<file path="config.mk">
export PLATFORM = sky130hd
export DESIGN_NAME = pid_dispatch_ctrl
export DESIGN_NICKNAME = d
export VERILOG_FILES = /design/src/rtl/pid_dispatch_ctrl.sv
export SDC_FILE = /design/constraint.sdc
export NUM_CORES = 1
export LEC_CHECK = 0
export BUFFER_PORTS_ARGS = -buffer_cell sky130_fd_sc_hd__buf_2
export CAP_MARGIN = 10
export CORE_ASPECT_RATIO = 0.75
export CORE_MARGIN = 2
export CORE_UTILIZATION = 45
export CTS_CLUSTER_DIAMETER = 150
export DETAILED_ROUTE_END_ITERATION = 10
export PLACE_DENSITY = 0.69
export SYNTH_ARGS = -nofsm -noshare
export SYNTH_HDL_FRONTEND = slang
export SYNTH_SLANG_ARGS = --single-unit
export TNS_END_PERCENT = 10
</file>
<file path="constraint.sdc">
create_clock -name clk -period 1.8 [get_ports clk]
set_clock_uncertainty 0.05 [all_clocks]
set_input_delay 0.18 -clock clk [delete_from_list [all_inputs] [get_ports clk]]
set_output_delay 0.18 -clock clk [all_outputs]
set_load 0.01 [all_outputs]
</file>
<file path="src/rtl/pid_dispatch_ctrl.sv">
// Pops PIDs from the PID-order FIFO one at a time and dispatches each packet to the
// key-load or data-encrypt path, holding the next PID until done or timeout.
module pid_dispatch_ctrl #(
  parameter logic [7:0]  KEY_PID  = 8'hC3,
  parameter logic [7:0]  DATA_PID = 8'h4B,
  parameter int unsigned TIMEOUT  = 1024,
  parameter int unsigned CNT_W    = 16
) (
  input  logic             clk,
  input  logic             n_rst,
  input  logic             pid_empty,
  input  logic [7:0]       pid_r_data,
  output logic             pid_r_enable,
  output logic             key_start,
  input  logic             key_done,
  output logic             data_start,
  input  logic             data_done,
  output logic             key_loaded,
  output logic             busy,
  output logic             bad_pid,
  output logic             timeout_err,
  output logic [CNT_W-1:0] job_count
);

  localparam int unsigned CW = $clog2(TIMEOUT);
  localparam logic [CW-1:0] LAST = CW'(TIMEOUT - 1);

  typedef enum logic [2:0] {
    StIdle,
    StFetch,
    StDecode,
    StKeyWait,
    StDataWait
  } state_e;

  state_e           state_q, state_d;
  logic [7:0]       pid_q, pid_d;
  logic [CW-1:0]    cnt_q, cnt_d;
  logic [CNT_W-1:0] job_q, job_d;
  logic             key_loaded_q, key_loaded_d;
  logic             pid_valid;

  // Upper nibble must be the bitwise complement of the lower nibble.
  assign pid_valid = (pid_q[7:4] == ~pid_q[3:0]);

  always_comb begin
    state_d      = state_q;
    pid_d        = pid_q;
    cnt_d        = cnt_q;
    job_d        = job_q;
    key_loaded_d = key_loaded_q;
    pid_r_enable = 1'b0;
    key_start    = 1'b0;
    data_start   = 1'b0;
    bad_pid      = 1'b0;
    timeout_err  = 1'b0;

    unique case (state_q)
      StIdle: begin
        if (!pid_empty) state_d = StFetch;
      end
      StFetch: begin
        if (!pid_empty) begin
          pid_r_enable = 1'b1;
          pid_d        = pid_r_data;
          state_d      = StDecode;
        end else begin
          state_d = StIdle;
        end
      end
      StDecode: begin
        cnt_d = '0;
        if (pid_valid && pid_q == KEY_PID) begin
          key_start = 1'b1;
          state_d   = StKeyWait;
        end else if (pid_valid && pid_q == DATA_PID && key_loaded_q) begin
          data_start = 1'b1;
          state_d    = StDataWait;
        end else begin
          bad_pid = 1'b1;
          state_d = StIdle;
        end
      end
      StKeyWait: begin
        if (key_done) begin
          job_d        = job_q + CNT_W'(1);
          key_loaded_d = 1'b1;
          state_d      = StIdle;
        end else if (cnt_q == LAST) begin
          timeout_err  = 1'b1;
          key_loaded_d = 1'b0;
          state_d      = StIdle;
        end else begin
          cnt_d = cnt_q + CW'(1);
        end
      end
      StDataWait: begin
        if (data_done) begin
          job_d   = job_q + CNT_W'(1);
          state_d = StIdle;
        end else if (cnt_q == LAST) begin
          timeout_err = 1'b1;
          state_d     = StIdle;
        end else begin
          cnt_d = cnt_q + CW'(1);
        end
      end
      default: state_d = StIdle;
    endcase

    // No pop or pulse may escape during a reset cycle.
    if (n_rst) begin
      pid_r_enable = 1'b0;
      key_start    = 1'b0;
      data_start   = 1'b0;
      bad_pid      = 1'b0;
      timeout_err  = 1'b0;
    end
  end

  always_ff @(posedge clk) begin
    if (n_rst) begin
      state_q      <= StIdle;
      pid_q        <= '0;
      cnt_q        <= '0;
      job_q        <= '0;
      key_loaded_q <= 1'b0;
    end else begin
      state_q      <= state_d;
      pid_q        <= pid_d;
      cnt_q        <= cnt_d;
      job_q        <= job_d;
      key_loaded_q <= key_loaded_d;
    end
  end

  assign busy       = (state_q != StIdle);
  assign key_loaded = key_loaded_q;
  assign job_count  = job_q;

endmodule

</file>
# Word level (Yosys, flattened, before mapping)
# Index checks and enable logic that the tools add are counted.
# word_totals
word_cells	70
reg_bits	38
input_bits	13
out_inout_bits	23
# op_classes
bitwise_logic	2
n_eq_ne	13
reduce_logical	12
n_mux	36
addsub	2
# ops
cell	count
$mux W16	2
$pmux W16 S2	1
$mux W10	3
$pmux W10 S3	1
$mux W1	20
$mux W3	6
$add A16 B1 Y16 const B	1
$pmux W3 S5	1
$add A10 B1 Y10 const B	1
$eq A10 B10 Y1 const B	1
$ne A2 B2 Y1 const B	5
$eq A8 B7 Y1 const B	1
$eq A8 B8 Y1 const B	1
$eq A3 B2 Y1 const B	2
$reduce_and A3 Y1	2
$reduce_bool A3 Y1	2
$eq A4 B4 Y1	1
$not A4 Y4	1
$reduce_and A2 Y1	2
$reduce_bool A2 Y1	2
$eq A3 B1 Y1 const B	1
$eq A3 B3 Y1 const B	1
$logic_and A1 B1 Y1	3
$logic_not A3 Y1	1
3 further kinds	3

# Longest topological paths before layout
# Gate-level depths: netlist of the first run.
# depth
word_depth	8
mapped_depth	6
depth_no_buf	5

# Worst setup path before layout of the first run
# No wires, ideal clock.
# synth_path
path_type	reg-to-reg
startpoint	reg cnt_q[0]
endpoint	reg cnt_q[6]
arrival_ps	1616
t_required_ps	1629
period_less_slack_ps	1787
n_path_buf	1
setup_ps	121
slack_ps	13
stages_incl_launch_ff	7
cell_sequence	dfxtp_1 -> ha_1 -> nand3_1 -> a2111oi_4 -> buf_6 -> nor3_2 -> mux2_4
# synth_via
elab_chain_cells	4
elab_cells_between_ends	6
cone_classes	add/sub (1); eq/ne (1); mux (4)
# synth_lines
item	line_no	text
start, declared	38	logic [CW-1:0] cnt_q, cnt_d;
start signal, assigned	131	cnt_q <= cnt_d;
$add A10 B1 Y10 / $eq A10 B10 Y1 (equally long branches)	n/a	
$mux W10 (*)	89, 101	
$mux W10 (on tied branches)	98, 85	
$pmux W10 S3 (*)	58	unique case (state_q)
# Every way passes the cells marked *; elsewhere a longest branch is shown, timed or not. The select of a mux whose other input is x is not followed.
# A chain may end at the register's enable or synchronous reset.

# Final worst setup path of the first run
# layout_path
startpoint	reg state_q[1]
endpoint	out key_start
# layout_via
elab_chain_cells	3
# layout_lines
item	line_no	text
start, declared	36	state_e state_q, state_d;
start signal, assigned	123	state_q <= StIdle;
start signal, assigned	129	state_q <= state_d;
$eq A3 B2 Y1	58	
$mux W1	58	
$mux W1	112	if (n_rst) begin
end, declared	14	output logic key_start,
# Every way passes these cells.

==> flow_summary_export.csv, run 1 <==
group,metric,value,unit
finish,nNetsFinal,299,
worst_setup_path,max_stage_delay,500,ps
detailed_routing,drtIter0Drc,103,
global_route,first_global_vias,1632,
timing,rsz0062_at_grt,"yes",
finish,utilization,0.578,
synth,syn_area,2010,um^2
clock_tree,numClockSinks,38,
placement,place.gp.congestion,0.872,
timing,tns,-337,ps
power_and_ir_drop,power_density,624,nW/um^2
detailed_routing,routed.top_layer,"met4",
finish,multi_input_comb_area,1190,um^2
timing,tightest_slew,463,ps
worst_hold_path,min-delay-path-class,"in2reg",
finish,layout-drive-gt1-share,0.337,
detailed_routing,dr.pass1.iters,4,
clock_tree,clk_path_buf_depth,2,
worst_setup_path,cp_top_family,"simple AND/OR/NAND/NOR gates",
outcome,status,"finished with violations",
synth,synth_cells,227,
timing,fmaxAchievable,0.520,GHz
clock_tree,path_clk_slew,80,ps
detailed_routing,num_vias,1917,
placement,portBuffers,35,
finish,n_antenna_cell,0,
floorplan,core.rowCount,21,
worst_setup_path,worstPathArrival,1690,ps
global_route,antenna_found_initial,0,
worst_setup_path,cp_max_fo,5,
clock_tree,htree_levels,2,
timing,slew_headroom,0.689,
synth,yosysWarnings,0,
finish,design_area,2540,um^2
finish,fill_cells,401,
detailed_routing,drc,0,
detailed_routing,vias_per_cell,5.61,
clock_tree,clockRootBuffer,"clkbuf_8",
global_route,grt_first_pass_wirelength,7780,um
worst_setup_path,worstSetupPathType,"reg2out",
synth,ys_seq_area_frac,0.378,
power_and_ir_drop,p_leak,0.000965,uW
power_and_ir_drop,power.total,1580,uW
worst_setup_path,crit_path_end_kind,"primary output",
clock_tree,cts_inserted_buffers,5,
floorplan,die_w,81.3,um
finish,regArea,764,um^2
floorplan,boundaryPins,36,
power_and_ir_drop,ir_drop,437,uV
global_route,grt_max_degree,23,
synth,async_reset_ff_frac,0,
timing,setup_ws,-125,ps
floorplan,initial_core_util,0.459,
synth,yosys_register_bits,38,
floorplan,core,4390,um^2
global_route,grt_usage,0.202,
timing,finalHoldViolations,0,
worst_setup_path,crit_path_top_delay_cell,"or4b_4",
worst_setup_path,path_buf_inv,2,
synth,synth_nets,242,
synth,synth-main-ff-cell,"dfxtp_1",
timing,setup_viol,4,
detailed_routing,antenna_left,0,
worst_setup_path,worstPathRequired,1570,ps
placement,placed_cell_area,2350,um^2
clock_tree,cts_tree,"yes",
placement,dp_hpwl,3410,um
outcome,failed_checks,"setup timing",
timing,finalCritPeriodShare,1.07,
placement,dp_slack,-0.913,ps
worst_setup_path,cp_cell_sequence,"buf_6, nor3b_4, or4b_4, nor3_2, buf_2",
floorplan,die_height,61.9,um
synth,synth_cell_type_count,51,
timing,drv_slew,0,
finish,syn_to_final_growth,25.9,%
synth,synth.avg_cell_area,8.87,um^2
clock_tree,clock_latency,290,ps
detailed_routing,dr_wl_met3,225,um
detailed_routing,routed_wl,4770,um
worst_setup_path,startpoint_type,"flip-flop",
detailed_routing,met2_length,2020,um
synth,synth-edff-count,0,
detailed_routing,wl_met1,2470,um
flow_run,max_cap_violations,0,
detailed_routing,wire_per_inst,13.9,um
global_route,grt.overflow.total,0,
timing,post-route-min-period,1920,ps
clock_tree,hold_buffers,0,
floorplan,die-area,5030,um^2
## cell usage in the layout (no fill, tap or decap), types with 3 or more instances in the layout
cell type  synthesis  final
xor2_1             7      7
nor3_2             2      4
nor2_1            14     13
or3_1              8      7
o21ai_0            9      9
inv_1              4      4
nand4_1            6      6
o211ai_1           3      3
and2_1             3      3
buf_2              0     35
a21oi_1           25     25
and3_1             4      4
nand3_1            4      3
and4_1             4      4
o21a_1             5      5
dfxtp_2            0      3
clkbuf_8           0      6
nand2_1           21     21
dfxtp_1           38     35
buf_4              3     26
nor3_1             7      5
o31ai_1            7      7
or4_1              7      7
## sequential cells by signal (all words and copies together) (netlist names)
signal,count
job_count,16
cnt_q,10
state_q,3
pid_q,8
key_loaded,1
## path summary, 6_finish.rpt
| check | from | end | slack, ps | cells past startpoint |
|---|---|---|---|---|
| max | state_q[1] | key_start | -120 | 5 |
| min | pid_r_data[7] | pid_q[7] | 70 | 3 |
| max reg2reg | state_q[2] | cnt_q[8] | 10 | 6 |
| min reg2reg | pid_q[6] | pid_q[6] | 410 | 2 |
## stage by stage
stage / hold slack (ps) / cells
after CTS: 64.9 / 342
after global routing: 76.6 / 342
final: 73.9 / 342
after global placement: 371 / 329
after floorplan: 266 / 227
after detailed placement: 377 / 329
## where the power goes
group	switching [uW]	leakage [uW]	total (uW)	internal (uW)
combinational	64.5	0.000609	115	50.9
clock	300	0.0000482	609	309
sequential	7.40	0.000308	859	851
total	372	0.000965	1580	1210
## tightest hold or removal path: stages
cell     delay [ps]
buf_2            90
nand2_1          40
a21oi_1          50
## cell type report
type,instances,share of cell area
Tap cell,57,0.0281
Clock buffer,7,0.0340
Inverter,4,0.00592
Sequential cell,38,0.301
Timing Repair Buffer,64,0.161
Clock inverter,1,0.00197
Multi-Input combinational cell,171,0.468
## Yosys cell counts (2+ instances only)
cell,number,share of area
buf_6,4,0.022
nand3_1,4,0.0099
o211ai_1,3,0.011
o21a_1,5,0.019
dfxtp_1,38,0.38
nand2_1,21,0.039
and3_1,4,0.012
or4_1,7,0.026
o311ai_0,2,0.0087
nand4b_1,2,0.0087
inv_1,4,0.0075
nor2_1,14,0.026
o2bb2ai_1,2,0.0087
nand2b_1,2,0.0062
o31ai_1,7,0.026
xor2_1,7,0.030
nand3b_1,2,0.0075
ha_1,2,0.012
nand4_1,6,0.019
o21ai_0,9,0.022
o21ai_1,2,0.0050
or3_1,8,0.025
nor3_2,2,0.0099
and2_1,3,0.0093
and4_1,4,0.017
nor3_1,7,0.017
buf_4,3,0.011
clkbuf_1,6,0.011
a21oi_1,25,0.062
## layer usage
metal  track usage  up-vias
met2         0.290       35
li1              -      963
met5             0        -
met3        0.0477        7
met4        0.0654        0
met1         0.300      912
## repair_timing
action | CTS | global route
endpoints found under the hold margin | 0 | 0
gates resized for setup | 11 | 7
pin swaps | 3 | 2
setup endpoints to repair | 6 | 16
setup buffers | 5 | 0
## cells by family (layout without fill, tap and decap cells)
kind of cell | after synthesis | after routing | share of synthesized area
and+or+nand+nor | 98 | 98 | 0.308
AOI/OAI and AO/OA | 63 | 63 | 0.210
DFF | 38 | 38 | 0.378
buffers and inverters | 18 | 76 | 0.0540
xor gates and xnor gates | 7 | 7 | 0.0304
adders and majority gates | 2 | 2 | 0.0124
muxes | 1 | 1 | 0.00745
No activity file was read; power rests on OpenSTA's default activity.
==> run 2: changes to the inputs <==
ABC_AREA = 1   (was unset)
==> flow_summary_export.csv, run 2 <==
group,metric,value,unit
outcome,status,"completed",
timing,setup_viol,0,
floorplan,die_height,63.1,um
worst_setup_path,r2r_end,"cnt_q[7]",
flow_run,max_cap_violations,0,
power_and_ir_drop,p_leak,0.00106,uW
detailed_routing,routed_wl,4560,um
detailed_routing,wire_per_inst,11.0,um
finish,n_antenna_cell,0,
global_route,grt_first_pass_wirelength,7820,um
finish,layout_commonest_cell,"nand2_1",
timing,rsz0062_at_grt,"yes",
synth,synth-edff-count,0,
timing,slew_headroom,0.761,
worst_setup_path,cp_max_fo,3,
worst_setup_path,crit-reg2reg-launch,"cnt_q[0]",
worst_setup_path,r2r_slack,200,ps
synth,synth-compound-area-share,0.109,
worst_hold_path,hold_path_end,"pid_q[6]",
synth,async_reset_ff_frac,0,
clock_tree,numClockSinks,38,
clock_tree,clk_path_buf_depth,2,
finish,layout_common_cells,"nand2_1 (68), nor2_1 (46), inv_1 (38)",
floorplan,die_w,82.8,um
floorplan,core,4470,um^2
timing,tns,0,ps
clock_tree,cts_inserted_buffers,5,
worst_setup_path,startpoint_type,"flip-flop",
placement,place.gp.congestion,0.804,
timing,drv_slew,0,
synth,yosys.area_share.adder,0.0119,
floorplan,core.rowCount,21,
synth,synth_mux_area_frac,0,
synth,synth_area_leader_cell,"dfxtp_1",
synth,yosys_register_bits,38,
floorplan,boundaryPins,36,
clock_tree,path_clk_slew,80,ps
synth,synth.avg_cell_area,6.65,um^2
worst_hold_path,hold_start,"pid_r_data[6]",
worst_hold_path,whs_path_depth,3,
placement,dp_hpwl,3380,um
timing,tightest_slew,356,ps
clock_tree,cts_tree,"yes",
synth,synth-simple-area-share,0.403,
worst_setup_path,crit_path_end_kind,"primary output",
synth,synth-main-ff-cell,"dfxtp_1",
timing,fin_hold_ws,88.0,ps
global_route,antenna_found_initial,0,
clock_tree,clockRootBuffer,"clkbuf_8",
timing,fmaxAchievable,0.576,GHz
synth,synth_top_area_share,0.363,
detailed_routing,drc,0,
power_and_ir_drop,ir_drop,397,uV
floorplan,initial_core_util,0.469,
synth,synth_area_leaders,"dfxtp_1 (36%), nand2_1 (12%), nor2_1 (8.8%)",
timing,post-route-min-period,1730,ps
clock_tree,htree_levels,2,
global_route,first_global_vias,1765,
synth,synth_nets,330,
global_route,grt.overflow.total,0,
finish,syn_to_final_growth,18.2,%
detailed_routing,dr.pass1.iters,5,
power_and_ir_drop,power.total,1610,uW
power_and_ir_drop,power_density,651,nW/um^2
synth,synth-xor-area-share,0.0167,
synth,synth.most_common_cell,"nand2_1",
timing,finalCritPeriodShare,0.964,
worst_setup_path,r2r.worst_path.cells,8,
synth,synth_cell_type_count,31,
detailed_routing,antenna_left,0,
detailed_routing,drtIter0Drc,139,
placement,portBuffers,35,
detailed_routing,vias_per_cell,4.96,
finish,largest_reg_flops,16,
finish,layout-drive-gt1-share,0.218,
finish,nNetsFinal,372,
synth,yosysWarnings,0,
synth,synth_cells,315,
clock_tree,clock_latency,300,ps
timing,finalHoldViolations,0,
floorplan,die-area,5220,um^2
placement,dp_cells,404,
global_route,grt_max_degree,20,
worst_hold_path,min-delay-path-class,"in2reg",
detailed_routing,num_vias,2057,
worst_setup_path,worstSetupPathType,"reg2out",
clock_tree,hold_buffers,0,
worst_setup_path,worstPathArrival,1500,ps
synth,ys_seq_area_frac,0.363,
worst_setup_path,worstPathRequired,1570,ps
finish,final_cells,415,
synth,synth_commonest_cells,"nand2_1 (69), nor2_1 (49), inv_1 (39), dfxtp_1 (38), nand3_1 (26)",
synth,syn_area,2090,um^2
global_route,grt_usage,0.191,
synth,synth_top_family_by_area,"simple AND/OR/NAND/NOR gates",
-- run 2: area by class of cell --
type / count / area, um^2
clock inverters: 2 / 12.5
fillers: 469 / 1990
repair buffers: 42 / 228
multi-input cells: 228 / 1150
well taps: 57 / 71.3
flip-flops and latches: 38 / 763
clock buffers: 6 / 82.6
inverters: 42 / 165
-- run 2: worst max-delay path by stage --
| stage | start | endpoint | cells after the start |
|---|---|---|---|
| 5_1_grt | pid_q[6] | data_start | 5 |
| 2_1_floorplan | job_count[0] | job_count[12] | 8 |
| 3_5_place_dp | cnt_q[0] | cnt_q[6] | 8 |
| 4_1_cts | cnt_q[0] | timeout_err | 6 |
| 3_3_place_gp | job_count[0] | job_count[12] | 8 |
| 6_report | pid_q[6] | data_start | 5 |
-- run 2: power by group --
group | switching (uW) | internal, uW
Clock | 315 | 308
Combinational | 77.1 | 42.7
Sequential | 12.2 | 857
-- run 2: worst max-delay path: stages, from the launching register on --
cell     delay, ps
dfxtp_1        370
nand2_1         80
nor4_2         240
nor2b_2        200
nor3b_1        170
buf_2          150
-- run 2: what timing repair did --
action | in CTS | in global routing
setup buffers | 0 | 3
resized for setup | 2 | 8
endpoints found under the setup margin | 2 | 6
pin swaps | 1 | 2
-- run 2: logic make-up (layout without fill, tap and decap cells) --
kind of cell             count (synthesis)  after routing
buffers and inverters                   49             92
XOR/XNOR                                 4              4
AND/OR/NAND/NOR                        178            178
AO/OA/AOI/OAI                           44             44
adder cells (fa/ha/maj)                  2              2
flip-flops                              38             38
-- run 2: per-stage QoR --
| stage | utilization | area [um^2] | worst slack (ps) |
|---|---|---|---|
| final | 0.554 | 2470 | 65.4 |
| after global routing | 0.554 | 2470 | -41.0 |
| after CTS | 0.546 | 2440 | -1.12 |
| after detailed placement | 0.522 | 2330 | 225 |
| after global placement | 0.522 | 2330 | 255 |
| after floorplan | - | 2090 | 341 |
-- run 2: routing by layer --
metal,global-route usage,vias up,wire [um]
met1,0.254,920,2280
met5,0,-,0
met2,0.296,37,1980
li1,-,1094,-
met3,0.0544,6,256
met4,0.0615,0,36
==> run 3: changes to the inputs <==
PLACE_DENSITY = 0.66   (was 0.69)
clock period = 2.1 ns   (was 1.8 ns; I/O delays follow)
==> flow_summary_export.csv, run 3 (same netlist as run 2, synthesis figures left out) <==
group,metric,value,unit
global_route,grt_first_pass_wirelength,7890,um
clock_tree,path_clk_slew,80,ps
placement,dp_hpwl,3290,um
finish,final_cells,409,
worst_setup_path,worstSetupPathType,"reg2out",
detailed_routing,dr.pass1.iters,4,
global_route,grt_max_degree,21,
timing,tns,0,ps
timing,tightest_slew,404,ps
power_and_ir_drop,p_leak,0.00104,uW
global_route,first_global_vias,1886,
floorplan,core.rowCount,21,
worst_setup_path,cp_max_fo,7,
detailed_routing,num_vias,2032,
clock_tree,htree_levels,2,
global_route,grt_usage,0.192,
finish,largest_reg_flops,16,
placement,dp_slack,494,ps
power_and_ir_drop,power_density,574,nW/um^2
worst_setup_path,worstPathArrival,1600,ps
floorplan,die_height,63.1,um
clock_tree,hold_buffers,0,
detailed_routing,routed_wl,4380,um
timing,finalCritPeriodShare,0.886,
clock_tree,clock_latency,290,ps
timing,fin_hold_ws,108,ps
clock_tree,cts_tree,"yes",
timing,rsz0062_at_grt,"no",
floorplan,die-area,5220,um^2
floorplan,die_w,82.8,um
worst_setup_path,startpoint_type,"flip-flop",
finish,design_area,2410,um^2
clock_tree,clk_path_buf_depth,2,
detailed_routing,wire_per_inst,10.7,um
timing,setup_ws,239,ps
placement,placed_cell_area,2310,um^2
clock_tree,clockRootBuffer,"clkbuf_8",
timing,slew_headroom,0.730,
flow_run,max_cap_violations,0,
detailed_routing,antenna_left,0,
finish,layout_common_cells,"nand2_1 (69), nor2_1 (49), inv_1 (39)",
floorplan,initial_core_util,0.469,
detailed_routing,drc,0,
timing,post-route-min-period,1860,ps
finish,n_antenna_cell,0,
global_route,grt.overflow.total,0,
clock_tree,cts_resized,0,
placement,place.gp.congestion,0.797,
floorplan,boundaryPins,36,
worst_setup_path,worstPathRequired,1840,ps
worst_hold_path,min-delay-path-class,"in2reg",
finish,layout_commonest_cell,"nand2_1",
power_and_ir_drop,ir_drop,377,uV
clock_tree,cts_inserted_buffers,5,
global_route,antenna_found_initial,0,
clock_tree,cts_setup_buffers,0,
placement,portBuffers,35,
detailed_routing,drtIter0Drc,69,
worst_setup_path,crit_path_end_kind,"primary output",
finish,layout-drive-gt1-share,0.176,
detailed_routing,vias_per_cell,4.97,
timing,finalHoldViolations,0,
timing,drv_slew,0,
finish,nNetsFinal,366,
timing,setup_viol,0,
timing,fmaxAchievable,0.537,GHz
finish,fill_cells,478,
placement,dp_cells,401,
clock_tree,numClockSinks,38,
finish,syn_to_final_growth,14.9,%
outcome,status,"completed",
floorplan,core,4470,um^2
==> run 3: path summary, 6_finish.rpt <==
| check | from | endpoint | slack [ps] | cells after the start |
|---|---|---|---|---|
| worst min-delay path | pid_r_data[0] | pid_q[0] | 110 | 3 |
| worst max-delay path | cnt_q[0] | timeout_err | 240 | 6 |
| worst max register to register | job_count[0] | job_count[14] | 520 | 8 |
| worst min register to register | pid_q[5] | pid_q[5] | 410 | 2 |
==> run 3: cell type report <==
| type | count | area, um^2 | area share |
|---|---|---|---|
| clock inverter | 2 | 12.5 | 0.00520 |
| sequential | 38 | 761 | 0.316 |
| timing repair buffer | 36 | 183 | 0.0759 |
| clock buffer | 6 | 82.6 | 0.0343 |
| tap | 57 | 71.3 | 0.0296 |
| multi-input combinational | 228 | 1130 | 0.470 |
| inverter | 42 | 165 | 0.0686 |
==> run 3: critical path: stages (launching register included) <==
cell	delay, ps
dfxtp_1	360
ha_1	190
nand3_1	130
nor2_1	210
nand3_4	150
nor2_1	130
buf_2	130
==> run 3: routing by layer <==
layer  routed length (um)  vias up  GRT usage
met5                    0        -          0
met4                   68        0     0.0758
met3                  268        8     0.0559
met2                 1850       49      0.291
met1                 2190      894      0.256
li1                     -     1081          -
==> run 3: power by group <==
part           total (uW)  switching, uW  internal [uW]
clock                 537            273            264
combinational        98.7           63.9           34.9
sequential            745           10.7            734
==> run 3: through the flow <==
step            util  power, uW
2_1_floorplan      -        829
3_3_place_gp   0.517        860
3_5_place_dp   0.517        862
4_1_cts        0.539       1400
5_1_grt        0.539       1450
6_report       0.539       1380
